==> config.mk <==
export PLATFORM = sky130hd
export DESIGN_NAME = rdma_rx_pkt_buf
export DESIGN_NICKNAME = d
export VERILOG_FILES = /design/src/rtl/rdma_rx_pkt_buf.sv
export SDC_FILE = /design/constraint.sdc
export NUM_CORES = 1
export LEC_CHECK = 0
export BUFFER_PORTS_ARGS = -buffer_cell sky130_fd_sc_hd__buf_4
export CORE_UTILIZATION = 45
export CTS_CLUSTER_DIAMETER = 50
export DETAILED_ROUTE_END_ITERATION = 10
export PLACE_DENSITY = 0.72
export SETUP_SLACK_MARGIN = 0.05
export SYNTH_ARGS = -nofsm -noshare
export SYNTH_HDL_FRONTEND = slang
export SYNTH_SLANG_ARGS = --single-unit
==> constraint.sdc <==
create_clock -name clk -period 5.2 [get_ports clk]
set_clock_uncertainty 0.15 [all_clocks]
set_input_delay 0.52 -clock clk [delete_from_list [all_inputs] [get_ports clk]]
set_output_delay 0.52 -clock clk [all_outputs]
set_load 0.1 [all_outputs]
==> src/rtl/rdma_rx_pkt_buf.sv <==
// rdma_rx_pkt_buf -- store-and-forward RX packet buffer.
//
// Beats arrive from a link that cannot be stalled. Each beat is written
// speculatively into a circular buffer. A packet becomes visible downstream
// only when its last beat is stored without error. Errored packets and
// packets that do not fit are rewound and discarded as a whole, and each
// discarded packet is counted once.
//
// Ports:
//   clk, rst_n                 clock; asynchronous active-low reset
//   rx_valid/rx_data/rx_last   incoming beat (no backpressure)
//   rx_err                     packet error, meaningful only on the last beat
//   out_valid/out_data/out_last/out_ready   committed beats, valid/ready
//   drop_pulse                 one-cycle pulse per dropped packet
//   pkt_cnt, drop_cnt          committed / dropped packet counters (wrapping)
//   level                      committed beats currently held
module rdma_rx_pkt_buf #(
    parameter int DATA_W = 64,
    parameter int DEPTH  = 16,
    parameter int CNT_W  = 16
) (
    input  logic                     clk,
    input  logic                     rst_n,
    input  logic                     rx_valid,
    input  logic [DATA_W-1:0]        rx_data,
    input  logic                     rx_last,
    input  logic                     rx_err,
    output logic                     out_valid,
    output logic [DATA_W-1:0]        out_data,
    output logic                     out_last,
    input  logic                     out_ready,
    output logic                     drop_pulse,
    output logic [CNT_W-1:0]         pkt_cnt,
    output logic [CNT_W-1:0]         drop_cnt,
    output logic [$clog2(DEPTH):0]   level
);

    localparam int AW = $clog2(DEPTH);
    localparam int PW = AW + 1;  // one extra bit separates full from empty

    typedef enum logic [1:0] {IDLE, ACTIVE, DISCARD} state_t;

    state_t            state_q, state_d;
    logic [PW-1:0]     wr_ptr_q, wr_ptr_d;   // speculative write end
    logic [PW-1:0]     cmt_ptr_q, cmt_ptr_d; // end of committed packets
    logic [PW-1:0]     rd_ptr_q, rd_ptr_d;
    logic [CNT_W-1:0]  pkt_cnt_q, pkt_cnt_d;
    logic [CNT_W-1:0]  drop_cnt_q, drop_cnt_d;
    logic              drop_pulse_q, drop_pulse_d;
    logic [PW-1:0]     level_q, level_d;

    logic [DATA_W:0]   mem [DEPTH];
    logic              mem_we;
    logic              full;
    logic              pop;

    // Full uses the pre-pop read pointer, so a slot freed by a pop this
    // cycle only becomes usable next cycle.
    assign full = (wr_ptr_q - rd_ptr_q) == PW'(DEPTH);
    assign out_valid = (cmt_ptr_q != rd_ptr_q);
    assign pop = out_valid & out_ready;
    assign {out_last, out_data} = mem[rd_ptr_q[AW-1:0]];

    // NOTE: every variable gets a default before the case statement; a path
    // that leaves one unassigned would infer a latch.
    always_comb begin
        state_d      = state_q;
        wr_ptr_d     = wr_ptr_q;
        cmt_ptr_d    = cmt_ptr_q;
        rd_ptr_d     = rd_ptr_q;
        pkt_cnt_d    = pkt_cnt_q;
        drop_cnt_d   = drop_cnt_q;
        drop_pulse_d = 1'b0;
        mem_we       = 1'b0;

        case (state_q)
            IDLE, ACTIVE: begin
                if (rx_valid) begin
                    if (rx_last && rx_err) begin
                        // Errored packet: forget everything since the last commit.
                        wr_ptr_d     = cmt_ptr_q;
                        drop_pulse_d = 1'b1;
                        drop_cnt_d   = drop_cnt_q + CNT_W'(1);
                        state_d      = IDLE;
                    end else if (full) begin
                        // Packet cannot fit; drop it and skip its remaining beats.
                        wr_ptr_d     = cmt_ptr_q;
                        drop_pulse_d = 1'b1;
                        drop_cnt_d   = drop_cnt_q + CNT_W'(1);
                        state_d      = rx_last ? IDLE : DISCARD;
                    end else begin
                        mem_we   = 1'b1;
                        wr_ptr_d = wr_ptr_q + PW'(1);
                        if (rx_last) begin
                            cmt_ptr_d = wr_ptr_q + PW'(1);
                            pkt_cnt_d = pkt_cnt_q + CNT_W'(1);
                            state_d   = IDLE;
                        end else begin
                            state_d = ACTIVE;
                        end
                    end
                end
            end
            DISCARD: begin
                if (rx_valid && rx_last) state_d = IDLE;
            end
            default: state_d = IDLE;
        endcase

        if (pop) rd_ptr_d = rd_ptr_q + PW'(1);

        level_d = cmt_ptr_d - rd_ptr_d;
    end

    // NOTE: sequential state uses non-blocking assignments so every register
    // samples the pre-edge values, independent of statement order.
    always_ff @(posedge clk or negedge rst_n) begin
        if (!rst_n) begin
            state_q      <= IDLE;
            wr_ptr_q     <= '0;
            cmt_ptr_q    <= '0;
            rd_ptr_q     <= '0;
            pkt_cnt_q    <= '0;
            drop_cnt_q   <= '0;
            drop_pulse_q <= 1'b0;
            level_q      <= '0;
        end else begin
            state_q      <= state_d;
            wr_ptr_q     <= wr_ptr_d;
            cmt_ptr_q    <= cmt_ptr_d;
            rd_ptr_q     <= rd_ptr_d;
            pkt_cnt_q    <= pkt_cnt_d;
            drop_cnt_q   <= drop_cnt_d;
            drop_pulse_q <= drop_pulse_d;
            level_q      <= level_d;
        end
    end

    // NOTE: the storage array has no reset; the pointers alone decide which
    // entries are meaningful, so clearing the data would be wasted logic.
    always_ff @(posedge clk) begin
        if (mem_we) mem[wr_ptr_q[AW-1:0]] <= {rx_last, rx_data};
    end

    assign drop_pulse = drop_pulse_q;
    assign pkt_cnt    = pkt_cnt_q;
    assign drop_cnt   = drop_cnt_q;
    assign level      = level_q;

endmodule

==> flow_summary.ini, run 1 <==
[global_route]
grt_pass1_wl_um = 134000
grt_pass1_vias = 20113
grt_overflow = 0
grt_max_degree = 173
antenna_found_initial = 7
grt_use_total = 0.192

[placed_design]
post-dp-hpwl_um = 49100
finalWeightedCongestion = 0.799
postPlaceCellArea_um2 = 45000
portBuffers = 173
dpl.cell_count = 3101

[clock_tree]
clock_latency_ps = 680
post-cts-setup-buffers = 0
clock-sinks = 1095
clk_pin_slew_ps = 60
clockRootBuffer = clkbuf_16
cts_buffers = 110
htree_levels = 3
clk_path_buf_depth = 3
cts_tree = yes

[cells_and_area]
syn2layout_area_growth_pct = 17.2
design_area_um2 = 49200
mostFrequentLayoutCells = edfxtp_1, mux4_2, buf_4
num-fill-cells = 6844
stdcell_count = 3368
drive_gt1_frac = 0.341
layout.nets = 2120
final_common_cell = edfxtp_1

[synthesis]
ys_seq_area_frac = 0.777
yosysUniqueCellTypes = 52
synth_cells = 1732
async_flop_share = 0.0502
syn_area_um2 = 41900
synth_top_flop_cell = edfxtp_1
synth.net_count = 1818
ys_warn_count = 0
synth_edf_count = 1040
synth_seq_cells = 1095
syn_area_per_cell_um2 = 24.2

[critical_path]
crit_required_ps = 4530
end_kind = output port
criticalPathCategory = flop to output port
setup.worst_path.start = rd_ptr_q[2]
critPathMaxFanout = 36
reg2regPathDepth = 8
arrival_ps = 3700
start_kind = flop
reg2reg_from = rd_ptr_q[3]

[power_and_ir_drop]
vdd_drop_max_mv = 0.651
leakagePower_nw = 16.0
powerDensity_nw_per_um2 = 624

[worst_hold_path]
min_from = rx_data[40]
hold_path_class = primary input to flop
holdPathStages = 1

[timing]
rsz0062_at_grt = false
clock.fmax_ghz = 0.229
worst_pin_slew_ps = 1270
slew_headroom = 0.155
min_period_over_period = 0.841
maxSlewViolCount = 0
setup_viol = 0
finalWorstPathRequiredPeriod_ps = 4370
finalSetupTns_ps = 0
final_hold_viol_count = 0

[floorplanning]
die_w_um = 307
rows = 111
ios = 174
die-area_um2 = 94400
die_y_um = 307
core_um2 = 91900
start_util = 0.456

[detailed_routing]
via_count = 19253
ant_nets = 0
viasPerCell = 5.72
dr.pass1.iters = 6
post_drt_wl_per_cell_um = 26.5
drtIter0Drc = 2132
drc = 0
routed_wl_um = 89300

[job]
drv_cap = 0

[run_status]
status = completed
-- routing by layer --
metal | vias to the layer above | routed length, µm | global-route usage
li1 | 8026 | - | -
met1 | 10404 | 36600 | 0.266
met2 | 699 | 44800 | 0.315
met3 | 112 | 6240 | 0.0390
met4 | 12 | 1530 | 0.0459
met5 | - | 81 | 0
-- cells by family after synthesis --
| group | after synthesis | synth area share |
|---|---|---|
| AND/OR/NAND/NOR | 113 | 0.0154 |
| AO/OA/AOI/OAI | 29 | 0.00498 |
| buffers and inverters | 98 | 0.0100 |
| XOR/XNOR | 50 | 0.0112 |
| adder cells (fa/ha/maj) | 16 | 0.00495 |
| flip-flops | 1095 | 0.777 |
| multiplexers | 331 | 0.176 |
-- cells in the mapped netlist, drive strengths merged (2+ instances only) --
| cell type | n | area (µm²) |
|---|---|---|
| a21oi | 8 | 40.0 |
| mux2i | 3 | 30.0 |
| dfrtp | 55 | 1380 |
| mux2 | 3 | 37.5 |
| edfxtp | 1040 | 31200 |
| nor3 | 10 | 50.1 |
| and4 | 3 | 26.3 |
| nand3 | 21 | 105 |
| nor2 | 11 | 43.8 |
| and3 | 14 | 87.6 |
| nand4 | 7 | 43.8 |
| o21ai | 3 | 15.0 |
| nor2b | 3 | 18.8 |
| nor4 | 10 | 68.8 |
| nor4b | 3 | 45.0 |
| inv | 13 | 48.8 |
| clkbuf | 41 | 154 |
| nand2b | 3 | 18.8 |
| and2 | 9 | 56.3 |
| or4 | 2 | 15.0 |
| xnor2 | 21 | 199 |
| xor2 | 28 | 245 |
| a21o | 3 | 22.5 |
| mux4 | 325 | 7320 |
| nand2 | 16 | 60.1 |
| ha | 15 | 188 |
| buf | 43 | 214 |
| a211oi | 2 | 15.0 |
| a31oi | 2 | 18.8 |
-- registers in the layout, summed over array words and instances, names as in the netlist --
| register | cells |
|---|---|
| cmt_ptr_q | 5 |
| state_q | 2 |
| rd_ptr_q | 5 |
| drop_pulse | 1 |
| mem | 1040 |
| drop_cnt | 16 |
| level | 5 |
| pkt_cnt | 16 |
| wr_ptr_q | 5 |
-- worst max-delay path, stage by stage (launching register included) --
cell     delay (ps)
dfrtp_1         470
inv_4            80
buf_4           690
buf_4           750
mux4_2          700
buf_4           280
-- power breakdown --
group | total [mW] | leakage, nW | switching (mW) | internal [mW]
Clock | 7.71 | 1.72 | 3.36 | 4.35
Sequential | 10.9 | 10.1 | 0.394 | 10.5
Combinational | 12.1 | 4.18 | 8.08 | 4.02
Total | 30.7 | 16.0 | 11.8 | 18.8
-- per-stage QoR --
step / hold slack (ps) / worst slack (ps) / total power [mW] / util
after global placement: 308 / 1070 / 23.1 / 0.489
after global routing: 28.1 / 603 / 31.7 / 0.535
after CTS: 0.763 / 672 / 31.0 / 0.535
after floorplan: 74.4 / 517 / 20.4 / -
after detailed placement: 313 / 1080 / 23.2 / 0.489
final: 36.2 / 827 / 30.7 / 0.535
-- timing repair --
item	CTS	global route
resized for setup	0	0
setup endpoints to repair	0	0
hold buffers	64	0
hold endpoints to repair	989	0
-- path summary, 6_finish.rpt --
check,end,slack [ps]
max,out_data[42],830
min,mem[9][40],40
max reg2reg,mem[3][62],1020
min reg2reg,state_q[0],310
max in group asynchronous,rd_ptr_q[0],4020
min in group asynchronous,pkt_cnt[5],310
-- area by class of cell --
class	count	area (µm²)	area share
sequential	1095	32600	0.663
multi-input combinational	539	8980	0.183
clock buffer	131	2850	0.0580
timing repair buffer	274	2420	0.0492
tap	1243	1560	0.0316
clock inverter	71	694	0.0141
inverter	14	55.1	0.00112
antenna	1	2.50	0.0000509
No activity file was read; power rests on OpenSTA's default activity.
==> inputs of run 2 (changes only) <==
--- a/config.mk
+++ b/config.mk
@@ -5,6 +5,7 @@
 export SDC_FILE = /design/constraint.sdc
 export NUM_CORES = 1
 export LEC_CHECK = 0
+export ABC_AREA = 1
 export BUFFER_PORTS_ARGS = -buffer_cell sky130_fd_sc_hd__buf_4
 export CORE_UTILIZATION = 45
 export CTS_CLUSTER_DIAMETER = 50
==> constraint.sdc (replaced) <==
create_clock -name clk -period 4.2 [get_ports clk]
set_clock_uncertainty 0.15 [all_clocks]
set_input_delay 0.42 -clock clk [delete_from_list [all_inputs] [get_ports clk]]
set_output_delay 0.42 -clock clk [all_outputs]
set_load 0.1 [all_outputs]
==> flow_summary.ini, run 2 <==
[run_status]
status = completed

[job]
drv_cap = 0

[floorplanning]
ios = 174
die-area_um2 = 96900
rows = 113
core_um2 = 94900
start_util = 0.454
die_w_um = 311
die_y_um = 311

[detailed_routing]
dr.pass1.iters = 5
drc = 0
ant_nets = 0
viasPerCell = 5.75
routed_wl_um = 105000
post_drt_wl_per_cell_um = 22.1
drtIter0Drc = 3039
via_count = 27382

[critical_path]
setup.worst_path.start = rd_ptr_q[0]
critPathMaxFanout = 78
criticalPathCategory = flop to output port
end_kind = output port
endpoint = out_last
arrival_ps = 3440
worstReg2RegEnd = level[4]
r2r_slack_ps = 700
reg2reg_from = rd_ptr_q[0]
start_kind = flop
crit_required_ps = 3630
reg2regPathDepth = 15

[global_route]
grt_overflow = 0
grt_pass1_vias = 26596
grt_max_degree = 230
grt_pass1_wl_um = 158000
antenna_found_initial = 4
grt_use_total = 0.213

[clock_tree]
clk_path_buf_depth = 3
cts_buffers = 114
cts_tree = yes
clk_pin_slew_ps = 60
clock-sinks = 1095
clock_latency_ps = 690
clockRootBuffer = clkbuf_16
htree_levels = 3

[synthesis]
synth_edf_count = 1040
synth_commonest_cells = edfxtp_1, nor2_1, o21ai_0
synth_top_area_share = 0.726
ys_seq_area_frac = 0.758
synth_most_common_cell = edfxtp_1
synth_top_flop_cell = edfxtp_1
synth.net_count = 3284
synth.area.top_cells = edfxtp_1, o21ai_0, nor2_1
async_flop_share = 0.0502
synth_cells = 3198
syn_area_um2 = 43000
yosysUniqueCellTypes = 40
synth_seq_cells = 1095
syn_area_per_cell_um2 = 13.5
ys_warn_count = 0
synth_area_leader_cell = edfxtp_1

[placed_design]
post-dp-hpwl_um = 54900
portBuffers = 173
dpl.cell_count = 4482
dpl_worst_slack_ps = 727
finalWeightedCongestion = 0.833

[cells_and_area]
syn2layout_area_growth_pct = 16.2
layout.nets = 3487
drive_gt1_frac = 0.126
num-fill-cells = 7647
stdcell_count = 4762
final_common_cell = edfxtp_1
largest_reg_flops = 1040
mostFrequentLayoutCells = edfxtp_1, nor2_1, o21ai_0

[timing]
rsz0062_at_grt = true
setup_slack_ps = 188
maxSlewViolCount = 0
worst_pin_slew_ps = 1190
finalWorstPathRequiredPeriod_ps = 4010
min_period_over_period = 0.955
setup_viol = 0
clock.fmax_ghz = 0.249
final_hold_viol_count = 0
slew_headroom = 0.204

[worst_hold_path]
hold_path_class = primary input to asynchronous set/reset pin

[power_and_ir_drop]
powerDensity_nw_per_um2 = 806
leakagePower_nw = 16.7
vdd_drop_max_mv = 0.714
-- run 2: cell count changes after synthesis, sizes merged, moves of 9 or more --
cell,before,now
and2,9,0
buf,43,95
nand3,21,129
o211ai,0,27
clkbuf,41,117
o21ai,3,535
mux4,325,0
nor4,10,0
inv,13,62
o221ai,0,108
and3,14,0
o22ai,1,156
nand2,16,235
nor2,11,556
-- run 2: final cells by class --
type	instances	area, µm²	area share
Sequential cell	1095	32600	0.652
Multi-Input combinational cell	1829	9360	0.187
Clock buffer	144	3010	0.0602
Timing Repair Buffer	299	2580	0.0517
Tap cell	1265	1580	0.0317
Clock inverter	65	587	0.0117
Inverter	62	259	0.00518
Antenna cell	3	7.51	0.000150
-- run 2: cells by family (layout without fill, tap and decap cells) --
logic type,after synthesis,after routing,share of synthesized area
other,0,3,0
XOR/XNOR,38,38,0.00791
adder cells (fa/ha/maj),16,16,0.00483
AND/OR/NAND/NOR,943,943,0.0889
AO/OA/AOI/OAI,832,832,0.113
buffers and inverters,274,570,0.0279
flip-flops,1095,1095,0.758
-- run 2: stage by stage --
stage / instance area [µm²] / power [mW] / utilization / TNS, ps / hold WS (ps)
floorplan: 43100 / 26.3 / - / -181600 / -25.6
global placement: 45700 / 30.6 / 0.482 / 0 / 337
detailed placement: 45700 / 30.8 / 0.482 / 0 / 344
CTS: 50000 / 40.4 / 0.527 / 0 / 188
global route: 50000 / 41.9 / 0.527 / 0 / 239
finish: 50000 / 40.3 / 0.527 / 0 / 202
-- run 2: worst max-delay path: stages (launching register included) --
cell	delay [ps]
dfrtp_4	670
clkbuf_8	520
buf_4	470
o21ai_0	160
o221ai_1	210
o211ai_1	120
nand3_1	230
buf_4	330
-- run 2: metal layers --
metal  part of all wire  GRT usage  routed length, µm
met1               0.40      0.279              42000
met3              0.072     0.0327               7560
met2               0.49      0.356              52000
met4              0.034     0.0831               3630
met5            0.00042          0                 44
-- run 2: worst min path at each step --
stage,start,end,slack [ps],cells after the start
3_3_place_gp,drop_cnt[5],drop_cnt[5],340,1
6_report,rst_n,pkt_cnt[2],200,2
2_1_floorplan,rst_n,cmt_ptr_q[0],-30,0
3_5_place_dp,drop_cnt[5],drop_cnt[5],340,1
5_1_grt,rst_n,drop_cnt[8],240,2
4_1_cts,rst_n,pkt_cnt[3],190,2
-- run 2: repair_timing --
action                                  4_1_cts  5_1_grt
endpoints found under the setup margin        4        9
resized for setup                             1        1
hold buffers                                 68        0
cloned                                        0        0
endpoints found under the hold margin      1098        0
setup buffers                                 0        0
-- run 2: power by group --
part,total [mW],internal [mW],switching [mW]
combinational,17.3,3.81,13.5
sequential,13.3,12.9,0.408
clock,9.68,5.52,4.16
